File: config.mk
export PLATFORM = sky130hd
export DESIGN_NAME = fir_seq_ctrl
export DESIGN_NICKNAME = d
export VERILOG_FILES = /design/src/rtl/fir_ctrl_pkg.sv /design/src/rtl/fir_ctrl_skid.sv /design/src/rtl/fir_seq_ctrl.sv
export SDC_FILE = /design/constraint.sdc
export NUM_CORES = 1
export LEC_CHECK = 0
export ABC_AREA = 1
export CORE_MARGIN = 4
export CORE_UTILIZATION = 47
export CTS_CLUSTER_DIAMETER = 60
export DETAILED_ROUTE_END_ITERATION = 10
export HOLD_SLACK_MARGIN = 0.05
export PLACE_DENSITY_LB_ADDON = 0.12
export SLEW_MARGIN = 20
export SYNTH_ARGS = -nofsm -noshare
export SYNTH_HDL_FRONTEND = slang
export SYNTH_HIERARCHICAL = 1
export SYNTH_SLANG_ARGS = --single-unit
File: constraint.sdc
create_clock -name clk -period 2.39 [get_ports clk]
set_input_delay 0.3585 -clock clk [delete_from_list [all_inputs] [get_ports clk]]
set_output_delay 0.3585 -clock clk [all_outputs]
set_load 0.01 [all_outputs]
File: src/rtl/fir_ctrl_pkg.sv
// Shared types and default sizes for the FIR block sequencer.
package fir_ctrl_pkg;

   localparam int FC_DATA_W  = 16;
   localparam int FC_ADDR_W  = 10;
   localparam int FC_FIR_LAT = 2;

   typedef enum logic [1:0] {
      IDLE,
      RUN,
      FLUSH,
      DONE
   } state_t;

endpackage

File: src/rtl/fir_ctrl_skid.sv
// Two-entry sample FIFO between the sample RAM read port and the FIR input.
module fir_ctrl_skid
   import fir_ctrl_pkg::*;
#(
   parameter int DATA_W = FC_DATA_W
) (
   input  logic              clk,
   input  logic              rst_n,
   input  logic              i_clr,
   input  logic              i_push,
   input  logic [DATA_W-1:0] i_data,
   input  logic              i_pop,
   output logic [DATA_W-1:0] o_head,
   output logic [1:0]        o_count,
   output logic              o_empty
);

   logic [DATA_W-1:0] r_mem [2];
   logic              r_rd_ptr;
   logic              r_wr_ptr;
   logic [1:0]        r_count;
   logic              w_do_pop;
   logic              w_do_push;

   assign w_do_pop  = i_pop && (r_count != 2'd0);
   // A push into a full FIFO is only legal when the head leaves in the same cycle.
   assign w_do_push = i_push && ((r_count != 2'd2) || w_do_pop);

   always_ff @(posedge clk or negedge rst_n) begin
      if (!rst_n) begin
         r_rd_ptr <= 1'b0;
         r_wr_ptr <= 1'b0;
         r_count  <= 2'd0;
      end else if (i_clr) begin
         r_rd_ptr <= 1'b0;
         r_wr_ptr <= 1'b0;
         r_count  <= 2'd0;
      end else begin
         if (w_do_push) r_wr_ptr <= ~r_wr_ptr;
         if (w_do_pop)  r_rd_ptr <= ~r_rd_ptr;
         r_count <= r_count + {1'b0, w_do_push} - {1'b0, w_do_pop};
      end
   end

   always_ff @(posedge clk) begin
      if (w_do_push && !i_clr) r_mem[r_wr_ptr] <= i_data;
   end

   assign o_head  = r_mem[r_rd_ptr];
   assign o_count = r_count;
   assign o_empty = (r_count == 2'd0);

endmodule

File: src/rtl/fir_seq_ctrl.sv
// Block sequencer: streams a sample RAM block through the FIR, flushes it
// with zeros and writes the filtered block to the result RAM.
module fir_seq_ctrl
   import fir_ctrl_pkg::*;
#(
   parameter int DATA_W  = FC_DATA_W,
   parameter int ADDR_W  = FC_ADDR_W,
   parameter int FIR_LAT = FC_FIR_LAT
) (
   input  logic              clk,
   input  logic              rst_n,
   input  logic              start,
   input  logic [ADDR_W:0]   len,
   input  logic              abort,
   output logic              busy,
   output logic              done,
   output logic              rd_en,
   output logic [ADDR_W-1:0] rd_addr,
   input  logic [DATA_W-1:0] rd_data,
   output logic              fir_clk_en,
   output logic [DATA_W-1:0] fir_in,
   input  logic [DATA_W-1:0] fir_out,
   output logic              wr_en,
   output logic [ADDR_W-1:0] wr_addr,
   output logic [DATA_W-1:0] wr_data,
   input  logic              wr_ready
);

   localparam int               CNT_W = ADDR_W + 2;
   localparam logic [CNT_W-1:0] LAT_C = CNT_W'(FIR_LAT);

   state_t            r_state;
   state_t            w_state_nxt;
   logic [ADDR_W:0]   r_len;
   logic [ADDR_W:0]   r_rd_cnt;
   logic [CNT_W-1:0]  r_step_cnt;
   logic              r_rd_pend;

   logic              w_accept;
   logic              w_kill;
   logic              w_rd;
   logic              w_step;
   logic              w_wr;
   logic              w_push;
   logic              w_pop;
   logic              w_empty;
   logic [1:0]        w_count;
   logic [DATA_W-1:0] w_head;
   logic [CNT_W-1:0]  w_len_x;

   assign w_len_x  = {1'b0, r_len};
   assign w_accept = start && (r_state == IDLE);
   assign w_kill   = abort && (r_state != IDLE);

   // Keep held + in-flight samples within the two buffer slots, counting the
   // slot freed by a step in this same cycle.
   assign w_rd = !w_kill && (r_state == RUN) && (r_rd_cnt < r_len) &&
                 (({1'b0, w_count} + {2'b0, r_rd_pend}) < (3'd2 + {2'b0, w_step}));

   // Backpressure only matters once the FIR output carries real results.
   assign w_step = !w_kill &&
                   (((r_state == RUN) && !w_empty) || (r_state == FLUSH)) &&
                   ((r_step_cnt < LAT_C) || wr_ready);

   assign w_wr   = w_step && (r_step_cnt >= LAT_C);
   assign w_pop  = w_step && (r_state == RUN);
   assign w_push = r_rd_pend && (r_state == RUN) && !w_kill;

   fir_ctrl_skid #(
      .DATA_W (DATA_W)
   ) u_skid (
      .clk     (clk),
      .rst_n   (rst_n),
      .i_clr   (w_kill || w_accept),
      .i_push  (w_push),
      .i_data  (rd_data),
      .i_pop   (w_pop),
      .o_head  (w_head),
      .o_count (w_count),
      .o_empty (w_empty)
   );

   always_comb begin
      w_state_nxt = r_state;
      case (r_state)
         IDLE:    if (start) w_state_nxt = (len == '0) ? DONE : RUN;
         RUN:     if (w_step && (r_step_cnt == w_len_x - CNT_W'(1))) w_state_nxt = FLUSH;
         FLUSH:   if (w_step && (r_step_cnt == w_len_x + LAT_C - CNT_W'(1))) w_state_nxt = DONE;
         DONE:    w_state_nxt = IDLE;
         default: w_state_nxt = IDLE;
      endcase
      if (w_kill) w_state_nxt = IDLE;
   end

   always_ff @(posedge clk or negedge rst_n) begin
      if (!rst_n) begin
         r_state    <= IDLE;
         r_len      <= '0;
         r_rd_cnt   <= '0;
         r_step_cnt <= '0;
         r_rd_pend  <= 1'b0;
      end else begin
         r_state   <= w_state_nxt;
         r_rd_pend <= w_rd;
         if (w_accept) begin
            r_len      <= len;
            r_rd_cnt   <= '0;
            r_step_cnt <= '0;
         end else begin
            if (w_rd)   r_rd_cnt   <= r_rd_cnt + 1'b1;
            if (w_step) r_step_cnt <= r_step_cnt + 1'b1;
         end
      end
   end

   assign busy       = (r_state != IDLE);
   assign done       = (r_state == DONE);
   assign rd_en      = w_rd;
   assign rd_addr    = ADDR_W'(r_rd_cnt);
   assign fir_clk_en = w_step;
   assign fir_in     = ((r_state == RUN) && !w_empty) ? w_head : '0;
   assign wr_en      = w_wr;
   assign wr_addr    = w_wr ? ADDR_W'(r_step_cnt - LAT_C) : '0;
   assign wr_data    = w_wr ? fir_out : '0;

endmodule

# --- After elaboration in Yosys (flattened, before gate mapping) ---
# Memories as Yosys holds them, arrays and structs flattened.
# Index checks and enable logic that the tools add are counted.
totals:
  reg_bits: 41
  ramBits: 32
  inputBits: 48
  out_inout_bits: 57
  word_cells: 88
  n_memories: 1
memory_table:
  columns: ["memory", "depth", "width", "read_ports", "rd_clocked_by_memory_dff", "write_ports", "line_no", "source"]
  rows:
  - ["u_skid.r_mem", 2, 16, 1, 0, 1, "fir_ctrl_skid.sv:18", "logic [DATA_W-1:0] r_mem [2];"]
op_classes:
  n_addsub: 10
  magnitude_cmp: 4
  eq_ne: 9
  muxes: 20
  n_bitwise: 2
  reduce_logical: 34
ops:
  columns: ["op", "count"]
  rows:
  - ["16-bit two-way mux", 2]
  - ["12-bit == test", 2]
  - ["12-bit two-way mux", 2]
  - ["11-bit two-way mux", 2]
  - ["1-bit logical AND", 17]
  - ["11-bit by 2-bit adder with 12-bit output (second input constant)", 1]
  - ["12-bit by 1-bit adder with 12-bit output (second input constant)", 1]
  - ["12-bit by 2-bit >= comparator with 1-bit output (second input constant)", 1]
  - ["12-bit by 2-bit < comparator with 1-bit output (second input constant)", 1]
  - ["2-bit two-way mux", 6]
  - ["2-bit nonzero test", 6]
  - ["11-bit by 1-bit subtractor with 12-bit output (second input constant)", 1]
  - ["12-bit by 1-bit subtractor with 12-bit output (second input constant)", 1]
  - ["11-bit by 1-bit adder with 11-bit output (second input constant)", 1]
  - ["11-bit zero test", 1]
  - ["11-bit < comparator", 1]
  - ["10-bit two-way mux", 1]
  - ["10-bit by 2-bit subtractor with 10-bit output (second input constant)", 1]
  - ["2-bit case mux with 4 select lines", 1]
  - ["1-bit two-way mux", 6]
  - ["3-bit by 2-bit inequality test with 1-bit output (second input constant)", 2]
  - ["2-bit == test (second input constant)", 2]
  - ["2-bit zero test", 2]
  - ["1-bit logical OR", 4]
  - ["other kinds (11)", 14]

# --- Longest topological paths before layout ---
# Gate-level depths: netlist of the first run.
depth:
  depth_word: 13
  mapped_depth: 17
  depth_no_buf: 17

# --- Hierarchy ---
# Netlist of the first run, hierarchy kept.
by_module_without_submodules:
  columns: ["mod", "n_inst", "cells_per_inst", "area_each_um2", "seq_area_each_um2"]
  rows:
  - ["fir_seq_ctrl", 1, 573, 3553.4, 925.9]
  - ["fir_ctrl_skid", 1, 121, 1453.9, 1061.0]

# --- Least setup slack after synthesis of the first run ---
# No wires, ideal clock.
synth_timing:
  kind: "register to register"
  start: "register r_state[1]"
  end: "memory u_skid/r_mem[1][0] (netlist name), enable pin"
  setup_ps: 388
  arrival_time_ps: 2215
  required_ps: 2002
  slack_ps: -213
  path_stages_with_launch: 11
  n_path_buf: 0
  synth_period_minus_slack_ps: 2603
  path_cell_list: "dfrtp_1 inv_1 ha_1 nand2_1 a21oi_1 nand2_4 nor2_1 nor2_1 nand2_1 nand2_1 nor2_1"
synth_via:
  elab_chain_cells: 12
  word_cells_on_any_way: 22
  classes_between: "2 x eq/ne; 2 x mux; 18 x reduce/logical"
synth_rtl:
  columns: ["element", "line_no", "source"]
  rows:
  - ["start, declared", "fir_seq_ctrl.sv:32", "state_t r_state;"]
  - ["start signal, assigned", "fir_seq_ctrl.sv:103", "r_state <= w_state_nxt;"]
  - ["2-bit by 1-bit == test with 1-bit output / 2-bit nonzero test (equally long branches)", "fir_seq_ctrl.sv:62, fir_seq_ctrl.sv:66, fir_seq_ctrl.sv:53", null]
  - ["1-bit logical AND (on tied branches)", "fir_seq_ctrl.sv:62, fir_seq_ctrl.sv:53", null]
  - ["1-bit logical OR / 1-bit zero test (equally long branches)", "fir_seq_ctrl.sv:62, fir_seq_ctrl.sv:61", null]
  - ["1-bit logical AND", "fir_seq_ctrl.sv:61", "assign w_step = !w_kill &&"]
  - ["1-bit logical AND", "fir_seq_ctrl.sv:62", "(((r_state == RUN) && !w_empty) || (r_state == FLUSH)) &&"]
  - ["1-bit logical AND *", "fir_seq_ctrl.sv:66", "assign w_pop = w_step && (r_state == RUN);"]
  - ["via w_pop", "fir_seq_ctrl.sv:45", "logic w_pop;"]
  - ["1-bit logical AND *", "fir_ctrl_skid.sv:25", "assign w_do_pop = i_pop && (r_count != 2'd0);"]
  - ["1-bit logical OR *", "fir_ctrl_skid.sv:27", "assign w_do_push = i_push && ((r_count != 2'd2) || w_do_pop);"]
  - ["1-bit logical AND *", "fir_ctrl_skid.sv:27", null]
  - ["1-bit logical AND *", "fir_ctrl_skid.sv:46", "if (w_do_push && !i_clr) r_mem[r_wr_ptr] <= i_data;"]
  - ["1-bit two-way mux *", "fir_ctrl_skid.sv:46", null]
  - ["1-bit two-way mux (implied by the code) *", "fir_ctrl_skid.sv:46", null]
  - ["end, declared", "fir_ctrl_skid.sv:18", null]
# The timed path passes the listed nets; every way through them passes the cells marked *.

# --- Worst setup path in the final report of the first run ---
layout_timing:
  start: "register r_len[8]"
  end: "output rd_en"
layout_via:
  elab_chain_cells: 3
layout_rtl:
  columns: ["element", "line_no", "source"]
  rows:
  - ["start, declared", "fir_seq_ctrl.sv:34", "logic [ADDR_W:0] r_len;"]
  - ["start signal, assigned", "fir_seq_ctrl.sv:106", "r_len <= len;"]
  - ["11-bit < comparator", "fir_seq_ctrl.sv:57", "assign w_rd = !w_kill && (r_state == RUN) && (r_rd_cnt < r_len) &&"]
  - ["1-bit logical AND (2 in a row)", "fir_seq_ctrl.sv:57", null]
  - ["end, declared", "fir_seq_ctrl.sv:17", "output logic rd_en,"]
# No other way between the ends.

==> results of run 1 <==
## state kept, by name (all words and copies together) (netlist names)
name             cells
r_step_cnt          12
r_state              2
u_skid/r_wr_ptr      1
r_rd_pend            1
u_skid/r_mem        32
r_len               11
u_skid/r_rd_ptr      1
r_rd_cnt            11
u_skid/o_count       2
## worst register-to-register path: cells and delay by family (launching register included)
| family | cells | cell delay [ns] |
|---|---|---|
| buffers and inverters | 5 | 0.38 |
| AOI/OAI and AO/OA | 1 | 0.16 |
| and+or+nand+nor | 6 | 0.41 |
| DFF | 1 | 0.46 |
| adders and majority gates | 3 | 0.72 |
## where the power goes
part | leakage, nW | switching, W | internal (W)
combinational | 2.77 | 0.00187 | 0.00139
clock | 0.125 | 0.000485 | 0.000711
sequential | 0.832 | 0.000137 | 0.00151
total | 3.73 | 0.00249 | 0.00361
## cell families (layout without fill, tap and decap cells)
group	Yosys count	in the layout
buf+inv	131	315
fa+ha+maj	26	26
xor+xnor	16	16
flops	73	73
compound gates	49	50
simple gates	399	399
## synthesized netlist by cell type (all sizes together), types with 5 or more instances
master	count
edfxtp	32
nand4	7
nand3	49
nor4	5
buf	18
nor2	104
inv	102
nand2	219
xor2	11
ha	26
clkbuf	8
dfrtp	41
o21ai	25
a21oi	17
nor3	9
xnor2	5
## layer usage
layer | vias up | GRT usage, % | wire, um
li1 | 2528 | - | -
met1 | 2333 | 28.4 | 6220
met5 | - | 0 | 0
met3 | 17 | 3.49 | 665
met4 | 0 | 8.11 | 264
met2 | 121 | 41.7 | 7420
## final timing paths
path                       startpoint                 end  slack [ns]  cells past startpoint
setup reg to reg           r_state[0]   u_skid/o_count[0]        0.15                     15
hold reg to reg            r_state[0]          r_state[0]        0.59                      2
hold / removal                  rst_n         r_rd_cnt[2]        0.47                      2
max in group asynchronous       rst_n            r_len[5]        1.20                      3
setup / recovery             r_len[8]               rd_en       -0.01                      9
min in group clk           rd_data[6]  u_skid/r_mem[0][6]        0.58                      1
## metrics by stage
| stage | TNS [ns] | hold WS (ns) | utilization (%) |
|---|---|---|---|
| floorplan | 0 | 0.0629 | - |
| global placement | -4.83 | 0.321 | 63.8 |
| detailed placement | -6.66 | 0.329 | 63.8 |
| CTS | -1.11 | 0.458 | 67.2 |
| global route | -0.528 | 0.507 | 69.4 |
| finish | -0.00972 | 0.472 | 69.4 |
## final cells by class
| cell class | count | area share, % |
|---|---|---|
| Clock buffer | 13 | 2.50 |
| Clock inverter | 3 | 0.956 |
| Inverter | 105 | 5.70 |
| Multi-Input combinational cell | 491 | 37.2 |
| Sequential cell | 73 | 27.7 |
| Tap cell | 136 | 2.36 |
| Timing Repair Buffer | 194 | 23.6 |
## what timing repair did
| action | in CTS | in global routing |
|---|---|---|
| pin swaps | 6 | 21 |
| cloned | 3 | 0 |
| hold buffers | 1 | 0 |
| buffers inserted | 4 | 12 |
| setup endpoints to repair | 45 | 55 |
| resized for setup | 83 | 103 |
| hold endpoints to repair | 16 | 0 |
==> results.md, run 1 <==
- Outcome: finished with violations
- Violated checks: negative setup slack
- Placed insts: between 900 and 1,000
- Mapped Area: 5010 um2
- Later-pin clock latency in the skew report: between 0.3 and 0.4 ns
- Syn nets: 768
- Worst setup SP type: register
- Wirelength, routed: 14,600 um
- Diodes inserted: 0
- Dpl hpwl: 10,800 um
- Max Clk Rate: 417 MHz
- Fillcell total: 861
- Max rail drop VDD: 0.000376 V
- DRT Pass-1 Iters: 5
- Post-synth cell types: 43
- Nets: 948
- Post-route insts no fill: just over 1,000
- Crit path capture type: primary output
- WS Path Type: reg -> out
- Multi-input logic area: 2680 um2
- # setup viols final: 1
- DRC violations left: 0
- WP buf/inv: 3
- Hold WC Path Type: in -> async
- CP dominant cell by count: inv_2
- Antenna Violating Nets Remaining: 0
- Area growth from synthesis to layout: 43.8%
- WP data required: 2.03 ns
- Commonest non-fill, non-tap cell in the layout: nand2_1
- CTS H-tree lvls: 3
- Min cycle time layout: 2.40 ns
- Post-Synth Adder-Cell Area: 6.50%
- GPL Wtd Cong: 0.895
- Die width: 111 um
- Placed cell areas: 6620 um2
- Antenna violations before repair: 0
- Slew Limit Fails: 0
- Share of layout cells above drive strength 1: 23.4%
- Crit-path cells: inv_2 > ha_4 > a21o_1 > a211oi_2 > nand3_1 > nor2_2 > nand3b_4 > inv_2 > buf_6
- Measured slew at the worst slew-check pin: approximately 0.45 ns
- TritonCTS Buffers: 9
- Synth top area cells: dfrtp_1, edfxtp_1, nand2_1
- Leakage power: 3.72 nW
- CTS clock-pin slew for the worst setup and hold paths: approximately 0.080 ns
- Seq. cell area: 1990 um2
- # Max-Cap Violations: 0
- DR iter-0 viols: 323
- Largest area contributor in the netlist: dfrtp_1
- Post-synth EDFFs: 32
- CORE AREA: 10,400 um2
- Worst path max stage delay: 0.39 ns
- Routed vias/inst: 4.93
- Most frequent cells in the layout: nand2_1, inv_1, buf_4
- GR Overflow Total: 0
- CTS Buffer Depth: 2
- Crit Path Max Fanout: 2
- Gr usage total: approximately a quarter
- RSZ-0062 raised after global routing: yes
- Async SR Flop Fraction: 56.2%
- Synth Register Bits: 73
- CP Data Arrival Time: approximately 2.0 ns
- Root Driver: clkbuf_8
- Post-synthesis simple-gate area fraction: 33.7%
- Mux cell area share after synthesis: 0%
- Critical path's top delay family: compound AO/OA/AOI/OAI gates
- Slack of the critical path: -0.00972 ns
- Top_reg_cell synth: dfrtp_1
- Worst slew margin: 69.5%
- Die area: 12,400 um2
- Clk sinks: 73
- Largest net degree at the start of global routing: 37
- WL/cell: 14.4 um
- Design Power: 0.00610 W
- XOR/XNOR share of the synthesized area: 2.80%
- Final worst path period share: 100%
- Ys Warns: 6
- Final instance area: 7200 um2
- Io pins: 105
- Post-Synthesis Cells: 694
- Vias in the first global route: between 4,000 and 5,000
- Post-synth top area share: 20.5%
- Slowest cell on crit path: dfrtp_1
- Register area share after synthesis: 39.7%
- First-pass GRT wire length: 23,300 um
- Setup Skew: 0.0119 ns
- Power density over cell area: 847 nW/um2
- Die height: 111 um
- Row count: 37
- Initial Utilization: 48.3%
- Syn Area/Cell: between 7 and 8 um2
- Worst slack, placed: -0.274 ns
- Main combinational cell family by area after synthesis: simple AND/OR/NAND/NOR gates
- Via count: 4,999
- Fin. Hold Viols: 0
- TritonCTS clock tree: done
- Post-synthesis compound-gate area fraction: 5.52%
- I/O Buffers: roughly 100
(Power assumes the default switching activity.)
==> run 2: changes to the inputs <==
CORE_UTILIZATION = 45   (was 47)
==> run 2 against run 1 <==
Compared with the run above:
- the run now ends clean
- critical path depth unchanged
- final cell count decreased by 0.30%
- design area decreased by 3.7%
- maximum frequency increased by 2.3%
- core utilization decreased by 5.8 points
- largest power group unchanged
==> results.md, run 2 (synthesis results as in run 1) <==
- Worst slack, placed: -0.171 ns
- Largest registers: u_skid/r_mem: 32 flops, r_step_cnt: 12 flops
- Area growth from synthesis to layout: 38.5%
- Antenna violations before repair: 0
- Gr usage total: 21.6%
- Setup Skew: 0.0219 ns
- Measured slew at the worst slew-check pin: 0.439 ns
- Clk sinks: 73
- DRC violations left: 0
- Worst slew margin: a little over two thirds
- Max rail drop VDD: about 0.00047 V
- Max reg flops: 32
- CORE AREA: about 11,000 um2
- Min cycle time layout: 2.35 ns
- Largest net degree at the start of global routing: 37
- Slew Limit Fails: 0
- Met2 wire len: 7060 um
- Initial Utilization: 46.0%
- CP Data Arrival Time: 1.99 ns
- Most frequent cells in the layout: nand2_1, inv_1, nor2_1
- R2R depth: 16
- TritonCTS Buffers: 9
- R2R setup slack: 0.11 ns
- CTS clock-pin slew for the worst setup and hold paths: 0.10 ns
- Outcome: finished, final reports clean
- # setup viols final: 0
- Final worst path period share: 98.2%
- Total negative setup slack: 0 ns
- # Max-Cap Violations: 0
- Routed vias/inst: between 4 and 5
- Routed wl met3: 828 um
- RSZ-0062 raised after global routing: yes
- Crit Path Max Fanout: 2
- Reg with most FFs: u_skid/r_mem
- Power density over cell area: 823 nW/um2
- WL/cell: 13.6 um
- Wirelength, routed: 13,800 um
- Row count: 38
- WHS: 0.429 ns
- Crit path capture type: primary output
- WL met1: about 5700 um
- Worst setup SP type: register
- Vias in the first global route: 4,706
- GR Overflow Total: 0
- Antenna Violating Nets Remaining: 0
- Max Clk Rate: 426 MHz
- CTS H-tree lvls: 3
- CTS Buffer Depth: 2
- Die height: 113 um
- Root Driver: clkbuf_8
- DRT Pass-1 Iters: 4
- Io pins: around 110
- Dpl hpwl: 10,600 um
- Top sig layer: met4
- WS Path Type: reg -> out
- Die width: 113 um
- First-pass GRT wire length: between 20,000 and 25,000 um
- DR iter-0 viols: 268
- Commonest non-fill, non-tap cell in the layout: nand2_1
- Later-pin clock latency in the skew report: between 0.3 and 0.4 ns
- Leakage power: about 3.7 nW
- Die area: ~13,000 um2
- Hold WC Path Type: in -> async
- I/O Buffers: around 100
- Nets: between 900 and 1,000
- TritonCTS clock tree: done
- WP data required: 2.03 ns
- Diodes inserted: 0
- Via count: 4,878
- GPL Wtd Cong: 0.881
- Share of layout cells above drive strength 1: 21.7%
- Fin. Hold Viols: 0
- Slack of the critical path: 0.0437 ns
run 2: repair_timing:
| action | 4_1_cts | 5_1_grt |
|---|---|---|
| hold buffers | 1 | 0 |
| setup buffers | 2 | 10 |
| pin swaps | 3 | 9 |
| gates resized for setup | 55 | 91 |
| endpoints found under the hold margin | 10 | 0 |
| setup endpoints to repair | 47 | 76 |
run 2: final cells by class:
| class | count | area [um2] |
|---|---|---|
| Clock buffer | 9 | 124 |
| Clock inverter | 7 | 70.1 |
| Fill cell | 954 | 3950 |
| Inverter | 105 | 404 |
| Multi-Input combinational cell | 490 | 2570 |
| Sequential cell | 73 | 1990 |
| Tap cell | 140 | 175 |
| Timing Repair Buffer | 188 | 1600 |
run 2: critical path: stages, from the launching register on:
cell      delay [ns]
dfrtp_1         0.38
inv_1           0.08
ha_1            0.24
a21o_1          0.19
a211oi_2        0.21
nand3_2         0.13
nor2_4          0.14
nand3b_4        0.09
inv_2           0.06
clkbuf_2        0.12
run 2: where the power goes:
group	internal, W	switching [W]
logic	0.00130	0.00179
registers	0.00151	0.000132
clock network	0.000481	0.000492
total	0.00329	0.00241
run 2: per-layer routing:
layer / global-route usage [%] / up-vias
met4: 5.53 / 0
met5: 0 / -
li1: - / 2526
met2: 38.0 / 114
met1: 27.4 / 2224
met3: 4.03 / 14
run 2: per-stage QoR:
step	cell area (um2)	cells	util, %	total power, W
finish	6930	1012	63.7	0.00571
global route	6930	1012	63.7	0.00620
CTS	6830	1002	62.7	0.00562
detailed placement	6610	983	60.7	0.00460
global placement	6610	983	60.7	0.00455
floorplan	5010	694	-	0.00332
run 2: path summary, 6_finish.rpt:
check | to | start
setup / recovery | rd_en | r_len[8]
setup reg to reg | u_skid/o_count[0] | r_step_cnt[5]
max in group asynchronous | r_len[7] | rst_n
hold / removal | r_step_cnt[5] | rst_n
min in group clk | r_state[0] | r_state[0]
hold reg to reg | r_state[0] | r_state[0]
==> run 3: changes to the inputs <==
CORE_UTILIZATION = 47   (was 45)
==> results of run 3 <==
The final DEF is identical to that of run 1; final timing and power are the same.
==> edit, RTL diff (settings of run 3) <==
Encoding of `state_t`: now one-hot (4 bits for 4 states).
--- a/src/rtl/fir_ctrl_pkg.sv
+++ b/src/rtl/fir_ctrl_pkg.sv
@@ -7,7 +7,7 @@
 
-   typedef enum logic [1:0] {
-      IDLE,
-      RUN,
-      FLUSH,
-      DONE
+   typedef enum logic [3:0] {
+      IDLE  = 4'b0001,
+      RUN   = 4'b0010,
+      FLUSH = 4'b0100,
+      DONE  = 4'b1000
    } state_t;
Check against the original RTL: same outputs for any inputs over 10 cycles, from zero or initial values and one cycle with rst_n low; not proved beyond that.
==> edit against run 3 <==
- synthesized area is 2.8% higher
- worst hold slack worse by 0.015 ns
- non-clock buffer count is 21 lower
- total power is 16% lower
- worst setup slack better by 0.12 ns
- critical path depth stayed put
- global-route usage is 1.2 points lower
- sequential cell count is 2 higher
- routed wire length is 5.1% lower
- fmax is 5.4% higher
- cell area is 4.2% lower
==> edit: results (changes against run 3) <==
Crit path from = r_state[0]$_DFFE_PN1P_ (was r_len[8]$_DFFE_PN0P_)
Reg2reg setup slack = 0.15 ns (about the same)
HPWL Detailed = 10.82 mm (was 10.80 mm)
Gate power share = 0.490 (was 0.534)
Wire per inst = 13.99 um (was 14.36 um)
Largest net degree at the start of global routing = 32 (was 37)
Final Non-Filler Cells = 989 (was 1015)
Ys async rst share = 0.5733 (was 0.5616)
DR DRC count = 0 (unchanged)
Average size of a mapped cell = 7.447 um^2 (was 7.215 um^2)
DR pass1 iterations = 7 (was 5)
Max VDD drop = 0.5753 mV (was 0.3757 mV)
Global routing usage on met3 = 0.03073 (was 0.03493)
Synth Area in Compound Gates = 0.05616 (was 0.05522)
Sequential power share = 0.321 (was 0.270)
Top Metal Used = met4 (unchanged)
Yosys cell types = 44 (was 43)
Sequential area share after synthesis = 0.3961 (was 0.3968)
Met3 Routed Length = 657 um (was 665 um)
Critical Path End = wr_data[3] (was rd_en)
Post-Synth XOR/XNOR Area = 0.03574 (was 0.02799)
Total net switching power = 2099 uW (was 2489 uW)
CP delay by family, top = simple AND/OR/NAND/NOR gates (was compound AO/OA/AOI/OAI gates)
First-pass GRT wire length = 22.87 mm (was 23.34 mm)
Commonest cells post-synth = nand2_1, nor2_1, inv_1 (was nand2_1, inv_1, nor2_1)
RR Endpoint = u_skid/o_count[1]$_DFF_PN0_ (was u_skid/o_count[0]$_DFF_PN0_)
Met2 Use GR = 0.3661 (was 0.4170)
Iter 0 DRT Violations = 318 (was 323)
Syn Nets = 760 (was 768)
Pre-CTS setup slack = -0.07215 ns (was -0.2745 ns)
Hold_ws = 0.4569 ns (was 0.4720 ns)
Crit-path max FO = 27 (was 2)
Switching share of total power = 0.4102 (was 0.4079)
Worst Path Arrival = 1.92 ns (was 2.04 ns)
LEAKAGE = 0.003673 uW (was 0.003725 uW)
Met1 usage in global routing = 0.2973 (was 0.2841)
Post-Synth Adder-Cell Area = 0.05106 (was 0.06497)
Worst Skew = 0.01142 ns (was 0.01189 ns)
Via density = 5.061 (was 4.925)
Met2 routed WL = 6.684 mm (was 7.422 mm)
Total track usage = 0.2207 (was 0.2329)
Vias in the first global route = 4869 (was 4847)
Synth top area cells = dfrtp_1, edfxtp_1, nand2_1 (unchanged)
CTS Buf Count = 9 (unchanged)
Final WS setup = 0.1134 ns (was -0.009718 ns)
Placed cell areas = 6661 um^2 (was 6616 um^2)
Depth of the worst register-to-register path = 16 (was 15)
DP Cell Count = 966 (was 981)
RD Place Congestion = 0.9437 (was 0.8954)
Critical-path top delay cell = dfstp_2 (was dfrtp_1)
Layout cells sized above 1 = 0.2075 (was 0.2344)
Final net count = 917 (was 948)
Worst-Margin Slew = 0.6293 ns (was 0.4528 ns)
Met1 wire length = 6.230 mm (was 6.221 mm)
Status = completed (was finished, violations left)
Synth warnings = 6 (unchanged)
[edit: cell type report]
| type | instances | area [um^2] |
|---|---|---|
| clock buffers | 9 | 123.9 |
| clock inverters | 7 | 68.82 |
| fillers | 942 | 3608 |
| inverters | 103 | 395.4 |
| multi-input cells | 486 | 2619 |
| flip-flops and latches | 75 | 2042 |
| well taps | 136 | 170.2 |
| repair buffers | 173 | 1481 |
[edit: what timing repair did]
item | CTS | global route
setup buffers | 6 | 0
endpoints found under the hold margin | 16 | 0
pin swaps | 8 | 7
endpoints found under the setup margin | 45 | 49
gates resized for setup | 62 | 70
hold buffers | 1 | 0
[edit: worst reg2reg max path: stages, from the launching register on]
cell and delay (ns):
dfstp_2 0.57, inv_1 0.10, nand4_1 0.16, nand2_4 0.08, nand2_4 0.10, inv_2 0.05, nand2_4 0.06, nor2_1 0.05
buf_4 0.14, nand2_1 0.09, inv_1 0.05, ha_1 0.28, inv_1 0.06, ha_1 0.17, nand3_1 0.09, nand2_1 0.06
nor2_1 0.04
